### src/rtl/vga_timing_pkg.sv
// Shared types and default 2400x1400 timing for the VGA timing controller.
package vga_timing_pkg;

  typedef enum logic [1:0] {
    PH_ACTIVE = 2'd0,
    PH_FRONT  = 2'd1,
    PH_SYNC   = 2'd2,
    PH_BACK   = 2'd3
  } phase_t;

  typedef enum logic {
    ST_IDLE = 1'b0,
    ST_RUN  = 1'b1
  } run_state_t;

  localparam int unsigned DEF_W      = 12;
  localparam int unsigned DEF_H_ACT  = 1920;
  localparam int unsigned DEF_H_FP   = 88;
  localparam int unsigned DEF_H_SYNC = 44;
  localparam int unsigned DEF_H_BP   = 348;
  localparam int unsigned DEF_V_ACT  = 1080;
  localparam int unsigned DEF_V_FP   = 4;
  localparam int unsigned DEF_V_SYNC = 5;
  localparam int unsigned DEF_V_BP   = 311;

  localparam int unsigned H_TOTAL = DEF_H_ACT + DEF_H_FP + DEF_H_SYNC + DEF_H_BP;
  localparam int unsigned V_TOTAL = DEF_V_ACT + DEF_V_FP + DEF_V_SYNC + DEF_V_BP;

endpackage

### src/rtl/vga_timing_ctrl_axis.sv
// One timing axis: counter 0..TOTAL-1 with registered ACTIVE/FRONT/SYNC/BACK phase.
module vga_axis_fsm
  import vga_timing_pkg::*;
#(
  parameter int unsigned ACT  = DEF_H_ACT,
  parameter int unsigned FP   = DEF_H_FP,
  parameter int unsigned SYNC = DEF_H_SYNC,
  parameter int unsigned BP   = DEF_H_BP,
  parameter int unsigned W    = DEF_W
) (
  input  logic         i_clk,
  input  logic         i_rst,
  input  logic         i_clr,
  input  logic         i_step,
  output logic [W-1:0] o_cnt,
  output phase_t       o_phase,
  output logic         o_wrap
);

  localparam int unsigned TOTAL = ACT + FP + SYNC + BP;
  localparam logic [W-1:0] LAST    = W'(TOTAL - 1);
  localparam logic [W-1:0] B_FRONT = W'(ACT);
  localparam logic [W-1:0] B_SYNC  = W'(ACT + FP);
  localparam logic [W-1:0] B_BACK  = W'(ACT + FP + SYNC);

  if (ACT == 0 || FP == 0 || SYNC == 0 || BP == 0) begin : g_bad_phase
    $error("vga_axis_fsm: every phase must be at least one unit wide");
  end
  if ((64'd1 << W) <= 64'(TOTAL)) begin : g_bad_width
    $error("vga_axis_fsm: counter width too small for TOTAL");
  end

  logic [W-1:0] cnt_nxt;
  assign cnt_nxt = o_cnt + W'(1);
  assign o_wrap  = i_step && (o_cnt == LAST);

  // Phase moves on the same edge the count lands on a boundary.
  always_ff @(posedge i_clk) begin
    if (i_rst || i_clr) begin
      o_cnt   <= '0;
      o_phase <= PH_ACTIVE;
    end else if (i_step) begin
      if (o_cnt == LAST) begin
        o_cnt   <= '0;
        o_phase <= PH_ACTIVE;
      end else begin
        o_cnt <= cnt_nxt;
        if (cnt_nxt == B_FRONT)     o_phase <= PH_FRONT;
        else if (cnt_nxt == B_SYNC) o_phase <= PH_SYNC;
        else if (cnt_nxt == B_BACK) o_phase <= PH_BACK;
      end
    end
  end

endmodule

### src/rtl/vga_timing_ctrl.sv
// VGA timing controller: run/stop FSM with frame-aligned stop over a pixel/line axis pair.
module vga_timing_ctrl
  import vga_timing_pkg::*;
#(
  parameter int unsigned W        = DEF_W,
  parameter int unsigned H_ACT    = DEF_H_ACT,
  parameter int unsigned H_FP     = DEF_H_FP,
  parameter int unsigned H_SYNC   = DEF_H_SYNC,
  parameter int unsigned H_BP     = DEF_H_BP,
  parameter int unsigned V_ACT    = DEF_V_ACT,
  parameter int unsigned V_FP     = DEF_V_FP,
  parameter int unsigned V_SYNC   = DEF_V_SYNC,
  parameter int unsigned V_BP     = DEF_V_BP,
  parameter logic        SYNC_POL = 1'b1
) (
  input  logic         i_clk,
  input  logic         i_rst,
  input  logic         i_en,
  output logic         o_busy,
  output logic [W-1:0] o_hcnt,
  output logic [W-1:0] o_vcnt,
  output logic         o_hsync,
  output logic         o_vsync,
  output logic         o_de,
  output logic         o_sol,
  output logic         o_sof
);

  run_state_t   state;
  logic         stop_pending;
  logic         run;
  logic [W-1:0] h_cnt, v_cnt;
  phase_t       h_phase, v_phase;
  logic         h_wrap, v_wrap;

  assign run = (state == ST_RUN);

  vga_axis_fsm #(.ACT(H_ACT), .FP(H_FP), .SYNC(H_SYNC), .BP(H_BP), .W(W)) u_h_axis (
    .i_clk  (i_clk),
    .i_rst  (i_rst),
    .i_clr  (!run),
    .i_step (run),
    .o_cnt  (h_cnt),
    .o_phase(h_phase),
    .o_wrap (h_wrap)
  );

  vga_axis_fsm #(.ACT(V_ACT), .FP(V_FP), .SYNC(V_SYNC), .BP(V_BP), .W(W)) u_v_axis (
    .i_clk  (i_clk),
    .i_rst  (i_rst),
    .i_clr  (!run),
    .i_step (h_wrap),
    .o_cnt  (v_cnt),
    .o_phase(v_phase),
    .o_wrap (v_wrap)
  );

  // stop_pending tracks the most recent i_en seen while running; it only acts at frame end.
  always_ff @(posedge i_clk) begin
    if (i_rst) begin
      state        <= ST_IDLE;
      stop_pending <= 1'b0;
    end else begin
      case (state)
        ST_IDLE: begin
          stop_pending <= 1'b0;
          if (i_en) state <= ST_RUN;
        end
        ST_RUN: begin
          stop_pending <= !i_en;
          if (v_wrap && stop_pending) begin
            state        <= ST_IDLE;
            stop_pending <= 1'b0;
          end
        end
        default: state <= ST_IDLE;
      endcase
    end
  end

  // Every output is a single-gate decode of the same registered state, so all describe one pixel.
  always_comb begin
    o_busy  = run;
    o_hcnt  = h_cnt;
    o_vcnt  = v_cnt;
    o_hsync = (run && h_phase == PH_SYNC) ? SYNC_POL : ~SYNC_POL;
    o_vsync = (run && v_phase == PH_SYNC) ? SYNC_POL : ~SYNC_POL;
    o_de    = run && (h_phase == PH_ACTIVE) && (v_phase == PH_ACTIVE);
    o_sol   = run && (h_cnt == '0);
    o_sof   = run && (h_cnt == '0) && (v_cnt == '0);
  end

endmodule

### config.mk
export PLATFORM = sky130hd
export DESIGN_NAME = vga_timing_ctrl
export DESIGN_NICKNAME = d
export VERILOG_FILES = /design/src/rtl/vga_timing_pkg.sv /design/src/rtl/vga_timing_ctrl_axis.sv /design/src/rtl/vga_timing_ctrl.sv
export SDC_FILE = /design/constraint.sdc
export NUM_CORES = 1
export LEC_CHECK = 0
export ABC_AREA = 0
export CAP_MARGIN = 5
export CELL_PAD_IN_SITES_DETAIL_PLACEMENT = 1
export CELL_PAD_IN_SITES_GLOBAL_PLACEMENT = 1
export CORE_ASPECT_RATIO = 1.25
export CORE_MARGIN = 2
export CORE_UTILIZATION = 39
export DETAILED_ROUTE_END_ITERATION = 8
export PLACE_DENSITY = 0.82
export SLEW_MARGIN = 0
export SYNTH_ARGS = -nofsm -noshare
export SYNTH_HDL_FRONTEND = slang
export SYNTH_SLANG_ARGS = --single-unit
### constraint.sdc
create_clock -name i_clk -period 2.5 [get_ports i_clk]
set_input_delay 0.5 -clock i_clk [delete_from_list [all_inputs] [get_ports i_clk]]
set_output_delay 0.5 -clock i_clk [all_outputs]
set_load 0.01 [all_outputs]
==> results by group, run 1 <==
Outcome
  – Status: finished, final reports clean

Worst setup path
  – Critical path origin: u_v_axis.o_cnt[4]
  – Worst Setup End Kind: register
  – CP arrival: 2.41 ns
  – Crit path max fanout: 13
  – Crit start category: register
  – Crit-path cells: nand3_1 -> nor3_1 -> mux2i_1 -> nor2_1 -> o211ai_1 -> o21ai_0
  – CP top delay family: simple AND/OR/NAND/NOR gates
  – Worst r2r src: u_v_axis.o_cnt[4]
  – Worst path bufs/invs: 0
  – Max stage delay on crit path: 0.59 ns
  – Kind of critical path: register to register
  – Critical Path RT: 2.67 ns
  – Slowest CP cell: dfxtp_1

STA
  – Fin. Hold Viols: 0
  – Worst-Margin Slew: 0.553 ns
  – RSZ-0062 raised after global routing: false
  – Slew headroom: 0.627
  – Final period util: 0.898
  – Final Max Tran Viols: 0
  – Final TNS setup: 0 ns
  – Fmax: 0.446 GHz
  – Setup-failing EPs final: 0
  – Fin Clk Skew: 0.0101 ns
  – Fin crit period: 2.24 ns
  – Worst hold slack: 0.515 ns

Drt
  – Drt pass-1 iters: 4
  – Drt total wl: 7060 um
  – Vias/cell: 5.84
  – DRC Markers: 0
  – Vias: 2290
  – Antenna Nets Post-Route: 0
  – Post-DR wirelength/cell: 18.0 um
  – Initial DRC count: 112

Floorplan
  – I/O pin count: 33
  – Initial Util: 0.403
  – Row count: 30
  – Die Span X: 70.9 um
  – Die height: 87.6 um
  – Die Area: 6210 um2
  – Core area: 5410 um2

Cells and area
  – Multi-input logic area: 1460 um2
  – Post-route insts no fill: 392
  – Fill cells: 687
  – Share of cells above drive strength 1: 0.134
  – Register area: 603 um2
  – ANT cells: 0
  – Core Util, Final: 0.511
  – Final instance area: 2760 um2
  – Final #Nets: 336
  – Area grow syn2layout: 26.6%

Clocking
  – H-tree depth: 2
  – CTS tree: done
  – Clock-pin slew on the worst setup and hold paths: 0.07 ns
  – CTS Buf Count: 5
  – Root buffer cell: clkbuf_8
  – Clock latency on the worst-skew pair: 0.30 ns
  – Hold_buf cts: 0
  – Clk sinks: 30
  – Max clock buf depth: 2

Place
  – # port buffers: 32
  – Detailed-placement wirelength estimate: 5000 um
  – GPL Wtd Cong: 0.831
  – Area post-placement: 2600 um2
  – Cells after DPL: 383

Logic synthesis
  – Seq/Total Area, Yosys: 0.275
  – Post-synth EDFFs: 0
  – Avg Synthesized Cell Area: 7.39 um2
  – Syn nets: 304
  – Dominant synthesized flop cell: dfxtp_1
  – Post-Syn Instances: 295
  – Post-synth cell types: 52
  – Async SR Flop Fraction: 0
  – FF+latch count, synth: 30
  – YS warnings: 0
  – Post-Syn Area: 2180 um2

Power and ir drop
  – Leakage: 0.997 nW
  – Maximum vdd drop: 0.198 mV
  – PD cells: 366 nW/um2

Global route
  – Initial antenna violation count: 0
  – GRT Util Overall: 0.235
  – First-pass GRT wire length: 11300 um
  – GRT overflow: 0
  – Largest net degree at the start of global routing: 16
  – Number of global-route vias before repair: 2272

Flow run
  – MaxCap Viol Count: 0

Worst hold path
  – Worst hold path type: register to register
  – Worst Hold Launch: u_v_axis.o_phase[0]
final timing paths:
kind	endpoint	slack (ns)	cells after the start
worst min register to register	u_v_axis.o_phase[0]	0.52	2
worst min-delay path	u_v_axis.o_phase[0]	0.52	2
worst max register to register	u_v_axis.o_phase[0]	0.26	6
worst max-delay path	u_v_axis.o_phase[0]	0.26	6
flip-flops by register name, indices dropped and copies added (netlist names):
signal and flops:
u_v_axis.o_cnt 12, o_busy 1, u_h_axis.o_cnt 12, u_h_axis.o_phase 2, u_v_axis.o_phase 2, stop_pending 1
cell type report:
| class | count | share of cell area |
|---|---|---|
| Inverter | 9 | 0.0122 |
| Tap cell | 64 | 0.0290 |
| Timing Repair Buffer | 52 | 0.171 |
| Clock buffer | 8 | 0.0399 |
| Multi-Input combinational cell | 229 | 0.529 |
| Sequential cell | 30 | 0.218 |
tightest hold or removal path, stage by stage (launching register included):
cell     delay, ns
dfxtp_1       0.32
nand2_1       0.05
o21ai_0       0.08
cells in the mapped netlist (4+ instances only):
library cell  number  area, um2
xnor2_1            8       70.1
inv_1              9       33.8
nand4_1           11       68.8
clkbuf_1          16       60.1
xor2_1            14        123
and3_1             9       56.3
nor2_1            39        146
nand2b_1           5       31.3
buf_2              9       45.0
nand3_1           15       75.1
dfxtp_1           30        601
nor4b_1            4       35.0
nor3_1            11       55.1
o21ai_0           15       75.1
ha_1               6       75.1
nand2_1           29        109
nor4_1             4       25.0
a21oi_1           15       75.1
metal layers:
layer  up-vias  GRT usage  share of wire
met4         0     0.0926          0.029
met1      1137      0.238           0.39
met2        35      0.468           0.56
met5         -          0              0
met3        17     0.0437          0.021
li1       1101          -              -
cell usage in the layout (no fill, tap or decap), types with 2 or more instances in the layout:
| master | netlist | routed |
|---|---|---|
| a31o_2 | 2 | 2 |
| nand4b_1 | 3 | 3 |
| and2_1 | 2 | 2 |
| nand3_1 | 15 | 15 |
| nand2_1 | 29 | 29 |
| nor4_1 | 4 | 4 |
| dfxtp_2 | 0 | 2 |
| xnor2_1 | 8 | 8 |
| nand4_1 | 11 | 11 |
| nor2b_1 | 3 | 3 |
| nor4b_1 | 4 | 2 |
| nor3_1 | 11 | 10 |
| and3_1 | 9 | 9 |
| a2111oi_4 | 2 | 2 |
| clkdlybuf4s50_1 | 0 | 30 |
| ha_1 | 6 | 6 |
| xor2_1 | 14 | 14 |
| o211a_1 | 2 | 2 |
| nand3b_1 | 3 | 3 |
| clkbuf_8 | 0 | 8 |
| nor2_1 | 39 | 39 |
| dfxtp_1 | 30 | 28 |
| inv_1 | 9 | 9 |
| buf_4 | 0 | 20 |
| a21oi_1 | 15 | 15 |
| o21ai_0 | 15 | 14 |
| nand2b_1 | 5 | 5 |
power by group:
group / internal (mW) / switching [mW] / leakage, nW
clock network: 0.278 / 0.197 / 0.0575
registers: 0.481 / 0.00155 / 0.243
logic: 0.0251 / 0.0281 / 0.697
total: 0.784 / 0.227 / 0.997
metrics by stage:
stage                     worst slack [ns]  power (mW)
after floorplan                      0.336       0.517
after global placement               0.299       0.543
after detailed placement             0.191       0.544
after CTS                           0.0274        1.02
after global routing                0.0540        1.04
final                                0.256        1.01
cells by family after synthesis:
kind of cell,count (synthesis),share of synthesized area
compound gates,51,0.171
xor+xnor,22,0.0884
fa+ha+maj,6,0.0344
buf+inv,36,0.0711
flops,30,0.275
mux,2,0.00975
simple gates,148,0.350
what timing repair did:
| item | CTS | global route |
|---|---|---|
| buffers inserted | 1 | 0 |
| resized for setup | 6 | 5 |
| setup endpoints to repair | 1 | 3 |
| pin swaps | 1 | 2 |
(Power assumes the default switching activity.)
==> run 2: changes to the inputs <==
GPL_TIMING_DRIVEN = 0   (was unset)
==> results by group, run 2 (synthesis gave the netlist of run 1 again) <==
Clocking
  – Clk sinks: 30
  – Max clock buf depth: 2
  – CTS tree: done
  – H-tree depth: 2
  – Clock-pin slew on the worst setup and hold paths: 0.07 ns
  – Clock latency on the worst-skew pair: 0.29 ns
  – Root buffer cell: clkbuf_8
  – Hold_buf cts: 0
  – CTS Buf Count: 5

Cells and area
  – Area grow syn2layout: 25.8%
  – Share of cells above drive strength 1: 0.118
  – Post-route insts no fill: 402
  – Core Util, Final: 0.507
  – Most frequent cells in the layout: nor2_1, clkdlybuf4s50_1, nand2_1
  – Most common cell after layout, fill and taps aside: nor2_1
  – Registers with the most flip-flops: u_h_axis.o_cnt: 12 flops, u_v_axis.o_cnt: 12 flops
  – ANT cells: 0
  – Final instance area: 2740 um2
  – Final #Nets: 346

Global route
  – GRT Util Overall: 0.217
  – First-pass GRT wire length: 10700 um
  – Number of global-route vias before repair: 2322
  – Initial antenna violation count: 0
  – Largest net degree at the start of global routing: 11
  – GRT overflow: 0

Worst setup path
  – Crit path max fanout: 10
  – CP arrival: 2.52 ns
  – R2R Setup Slk: 0.16 ns
  – RR Endpoint: u_v_axis.o_phase[1]
  – Reg2reg path depth: 8
  – Worst r2r src: u_v_axis.o_cnt[1]
  – Worst Setup End Kind: register
  – Critical Path RT: 2.68 ns
  – Crit start category: register
  – Kind of critical path: register to register

STA
  – Fmax: 0.428 GHz
  – Slew headroom: 0.551
  – Worst-Margin Slew: 0.665 ns
  – Fin Clk Skew: 0.00610 ns
  – Fin. Hold Viols: 0
  – Final Max Tran Viols: 0
  – RSZ-0062 raised after global routing: false
  – Final TNS setup: 0 ns
  – Final period util: 0.935
  – Fin crit period: 2.34 ns
  – Setup-failing EPs final: 0

Power and ir drop
  – Tot Pwr: 948 uW
  – Leakage: 0.957 nW
  – PD cells: 346 nW/um2
  – Maximum vdd drop: 0.231 mV

Drt
  – Initial DRC count: 73
  – Vias: 2319
  – DRC Markers: 0
  – Post-DR wirelength/cell: 15.9 um
  – Vias/cell: 5.77
  – Drt pass-1 iters: 4
  – Antenna Nets Post-Route: 0
  – Drt total wl: 6400 um

Place
  – # port buffers: 32
  – GPL Wtd Cong: 0.897
  – Detailed-placement wirelength estimate: 4840 um
  – Cells after DPL: 391
  – Area post-placement: 2580 um2

Flow run
  – MaxCap Viol Count: 0

Floorplan
  – Die height: 87.6 um
  – I/O pin count: 33
  – Core area: 5410 um2
  – Die Area: 6210 um2
  – Initial Util: 0.403
  – Row count: 30
  – Die Span X: 70.9 um

Worst hold path
  – Worst hold path type: register to register
  – Worst Hold Launch: u_v_axis.o_phase[0]
  – Hold Path Sink: u_v_axis.o_phase[0]
  – Hold path depth: 2

Outcome
  – Status: finished, final reports clean
[run 2: changes by cell type in the layout (fill, tap and decap cells not counted), sizes merged]
| cell | previous run | this run |
|---|---|---|
| clkbuf | 8 | 25 |
| dlymetal6s2s | 1 | 0 |
| dlygate4sd2 | 1 | 2 |
| buf | 20 | 12 |
| clkinv | 0 | 1 |
[run 2: layout make-up]
| class | instances | area (um2) |
|---|---|---|
| Buffer | 27 | 129 |
| Clock buffer | 7 | 86.3 |
| Clock inverter | 1 | 5.00 |
| Fill cell | 700 | 2660 |
| Inverter | 9 | 33.8 |
| Multi-Input combinational cell | 229 | 1460 |
| Sequential cell | 30 | 604 |
| Tap cell | 64 | 80.1 |
| Timing Repair Buffer | 35 | 340 |
[run 2: what timing repair did]
action,4_1_cts,5_1_grt
pin swaps,1,2
buffers inserted,1,2
setup endpoints to repair,27,25
resized for setup,10,6
[run 2: worst max-delay path, cell delays in order (launching register included)]
cell     delay [ns]
dfxtp_2        0.44
ha_1           0.17
buf_2          0.21
nand3_1        0.18
or3_1          0.44
mux2_2         0.33
nor2_1         0.16
nand4_1        0.13
o211a_1        0.15
[run 2: power by group]
| part | switching (mW) | internal, mW | leakage (nW) |
|---|---|---|---|
| clock network | 0.195 | 0.222 | 0.0482 |
| registers | 0.00572 | 0.481 | 0.244 |
| logic | 0.0237 | 0.0210 | 0.665 |
[run 2: per-stage QoR]
step,worst slack (ns),hold WS (ns)
floorplan,0.336,0.446
global placement,-0.211,0.462
finish,0.163,0.474
detailed placement,-0.256,0.467
CTS,0.0220,0.483
global route,0.00691,0.531
[run 2: how the worst max path moves through the flow]
stage / startpoint / end / cells past startpoint / slack [ns]
2_1_floorplan: u_v_axis.o_cnt[1] / u_v_axis.o_phase[0] / 7 / 0.34
3_3_place_gp: u_h_axis.o_cnt[0] / u_h_axis.o_cnt[4] / 8 / -0.21
3_5_place_dp: u_h_axis.o_cnt[0] / u_h_axis.o_cnt[9] / 8 / -0.26
4_1_cts: u_h_axis.o_cnt[0] / u_v_axis.o_cnt[11] / 8 / 0.02
5_1_grt: u_h_axis.o_cnt[2] / o_sof / 6 / 0.007
6_report: u_v_axis.o_cnt[1] / u_v_axis.o_phase[1] / 8 / 0.16
[run 2: metal layers]
| metal | global-route usage | share of wire | vias up | wire, um |
|---|---|---|---|---|
| li1 | - | - | 1121 | - |
| met1 | 0.226 | 0.40 | 1142 | 2570 |
| met2 | 0.423 | 0.55 | 43 | 3530 |
| met5 | 0 | 0 | - | 0 |
| met4 | 0.0943 | 0.020 | 0 | 131 |
| met3 | 0.0345 | 0.025 | 13 | 163 |
==> run 3: changes to the inputs <==
CORE_UTILIZATION = 35   (was 39)
PLACE_DENSITY = 0.78   (was 0.82)
clock period = 2.08 ns   (was 2.5 ns; I/O delays follow)
==> results by group, run 3 (synthesis gave the netlist of run 1 again) <==
STA
  – Worst-Margin Slew: 0.533 ns
  – Final TNS setup: 0 ns
  – Fin Clk Skew: 0.00440 ns
  – Final period util: 0.993
  – Fmax: 0.484 GHz
  – Fin. Hold Viols: 0
  – RSZ-0062 raised after global routing: true
  – Setup-failing EPs final: 0
  – Final Max Tran Viols: 0
  – Fin crit period: 2.07 ns
  – Slew headroom: 0.645

Global route
  – Largest net degree at the start of global routing: 12
  – First-pass GRT wire length: 11500 um
  – Number of global-route vias before repair: 2431
  – GRT Util Overall: 0.216
  – GRT overflow: 0
  – Initial antenna violation count: 0

Floorplan
  – Row count: 32
  – Core area: 6090 um2
  – Die Span X: 74.6 um
  – Die height: 92.3 um
  – Die Area: 6880 um2
  – I/O pin count: 33
  – Initial Util: 0.358

Worst setup path
  – Worst Setup EP: u_v_axis.o_phase[1]
  – Critical path origin: u_v_axis.o_cnt[1]
  – Kind of critical path: register to register
  – RR Endpoint: u_v_axis.o_phase[1]
  – R2R Setup Slk: 0.01 ns
  – Reg2reg path depth: 7
  – Worst r2r src: u_v_axis.o_cnt[1]
  – CP arrival: 2.30 ns
  – Crit start category: register
  – Crit path max fanout: 10
  – Worst Setup End Kind: register
  – Critical Path RT: 2.31 ns

Outcome
  – Status: finished, final reports clean

Cells and area
  – ANT cells: 0
  – Register area: 626 um2
  – Area grow syn2layout: 41.9%
  – Registers with the most flip-flops: u_h_axis.o_cnt: 12 flops, u_v_axis.o_cnt: 12 flops
  – Most frequent cells in the layout: nor2_1, clkdlybuf4s50_1, nand2_1
  – Multi-input logic area: 1650 um2
  – Final #Nets: 353
  – Fill cells: 754
  – Most common cell after layout, fill and taps aside: nor2_1
  – Share of cells above drive strength 1: 0.285

Clocking
  – Max clock buf depth: 2
  – H-tree depth: 2
  – Clk sinks: 30
  – Clock-pin slew on the worst setup and hold paths: 0.07 ns
  – CTS tree: done
  – CTS Buf Count: 5
  – Clock latency on the worst-skew pair: 0.29 ns
  – Root buffer cell: clkbuf_8
  – Hold_buf cts: 0

Power and ir drop
  – Maximum vdd drop: 0.193 mV
  – Tot Pwr: 1.10 mW
  – PD cells: 354 nW/um2
  – Leakage: 1.12 nW

Place
  – Detailed-placement wirelength estimate: 4930 um
  – # port buffers: 32
  – GPL Wtd Cong: 0.883

Drt
  – Drt total wl: 7150 um
  – DRC Markers: 0
  – Vias: 2383
  – Drt pass-1 iters: 4
  – Initial DRC count: 61
  – Antenna Nets Post-Route: 0
  – Vias/cell: 5.55
  – Post-DR wirelength/cell: 16.7 um

Worst hold path
  – Hold path depth: 1
  – Worst hold path type: register to register

Flow run
  – MaxCap Viol Count: 0
[run 3: changes by cell type in the layout (fill, tap and decap cells not counted), moves of 4 or more]
cell      delta
buf_2        -5
clkbuf_1    -10
buf_6        +4
nor2_1       -6
dfxtp_2      +5
dfxtp_1      -9
dfxtp_4      +4
nor2_2       +5
buf_4       +19
[run 3: worst min path at each step]
| stage | start | to | slack (ns) |
|---|---|---|---|
| finish | u_h_axis.o_cnt[0] | u_h_axis.o_cnt[0] | 0.45 |
| global route | u_h_axis.o_cnt[0] | u_h_axis.o_cnt[0] | 0.47 |
| CTS | u_h_axis.o_cnt[0] | u_h_axis.o_cnt[0] | 0.45 |
| detailed placement | u_v_axis.o_phase[0] | u_v_axis.o_phase[0] | 0.48 |
| global placement | u_v_axis.o_phase[0] | u_v_axis.o_phase[0] | 0.46 |
| floorplan | u_v_axis.o_phase[0] | u_v_axis.o_phase[0] | 0.45 |
[run 3: worst max-delay path: stages, from the launching register on]
cell and delay (ns):
dfxtp_4 0.39, ha_1 0.17, buf_6 0.15, nand3_4 0.11, or3_4 0.37, mux2_4 0.33, a2111oi_4 0.30, o211a_1 0.20
[run 3: timing repair]
action,in CTS,in global routing
buffers inserted,7,12
endpoints found under the hold margin,0,0
pin swaps,8,14
gates resized for setup,49,50
endpoints found under the setup margin,34,30
[run 3: area by class of cell]
type                            count  share of cell area
Clock buffer                        7              0.0247
Buffer                             18              0.0461
Timing Repair Buffer               51               0.147
Inverter                            9              0.0109
Sequential cell                    30               0.202
Tap cell                           85              0.0344
Multi-Input combinational cell    229               0.535
[run 3: through the flow]
step	hold WS [ns]	instances	setup slack (ns)	area, um2	utilization
global route	0.467	429	-0.0655	3090	0.508
CTS	0.451	421	-0.00919	2890	0.474
floorplan	0.446	295	0.0213	2190	-
detailed placement	0.479	412	-0.561	2620	0.430
finish	0.453	429	0.0144	3090	0.508
global placement	0.464	412	-0.547	2620	0.430
[run 3: per-layer routing]
layer / GRT usage / wire length, um / up-vias / share of wire
li1: - / - / 1138 / -
met1: 0.228 / 2680 / 1178 / 0.37
met2: 0.400 / 4030 / 48 / 0.56
met3: 0.0363 / 199 / 19 / 0.028
met4: 0.0997 / 243 / 0 / 0.034
met5: 0 / 0 / - / 0
[run 3: report_power, final]
part           total, mW  leakage, nW  internal [mW]  switching (mW)
Combinational     0.0608        0.834         0.0290          0.0318
Sequential         0.580        0.249          0.574         0.00638
Clock              0.455       0.0383          0.230           0.225
Total               1.10         1.12          0.833           0.263
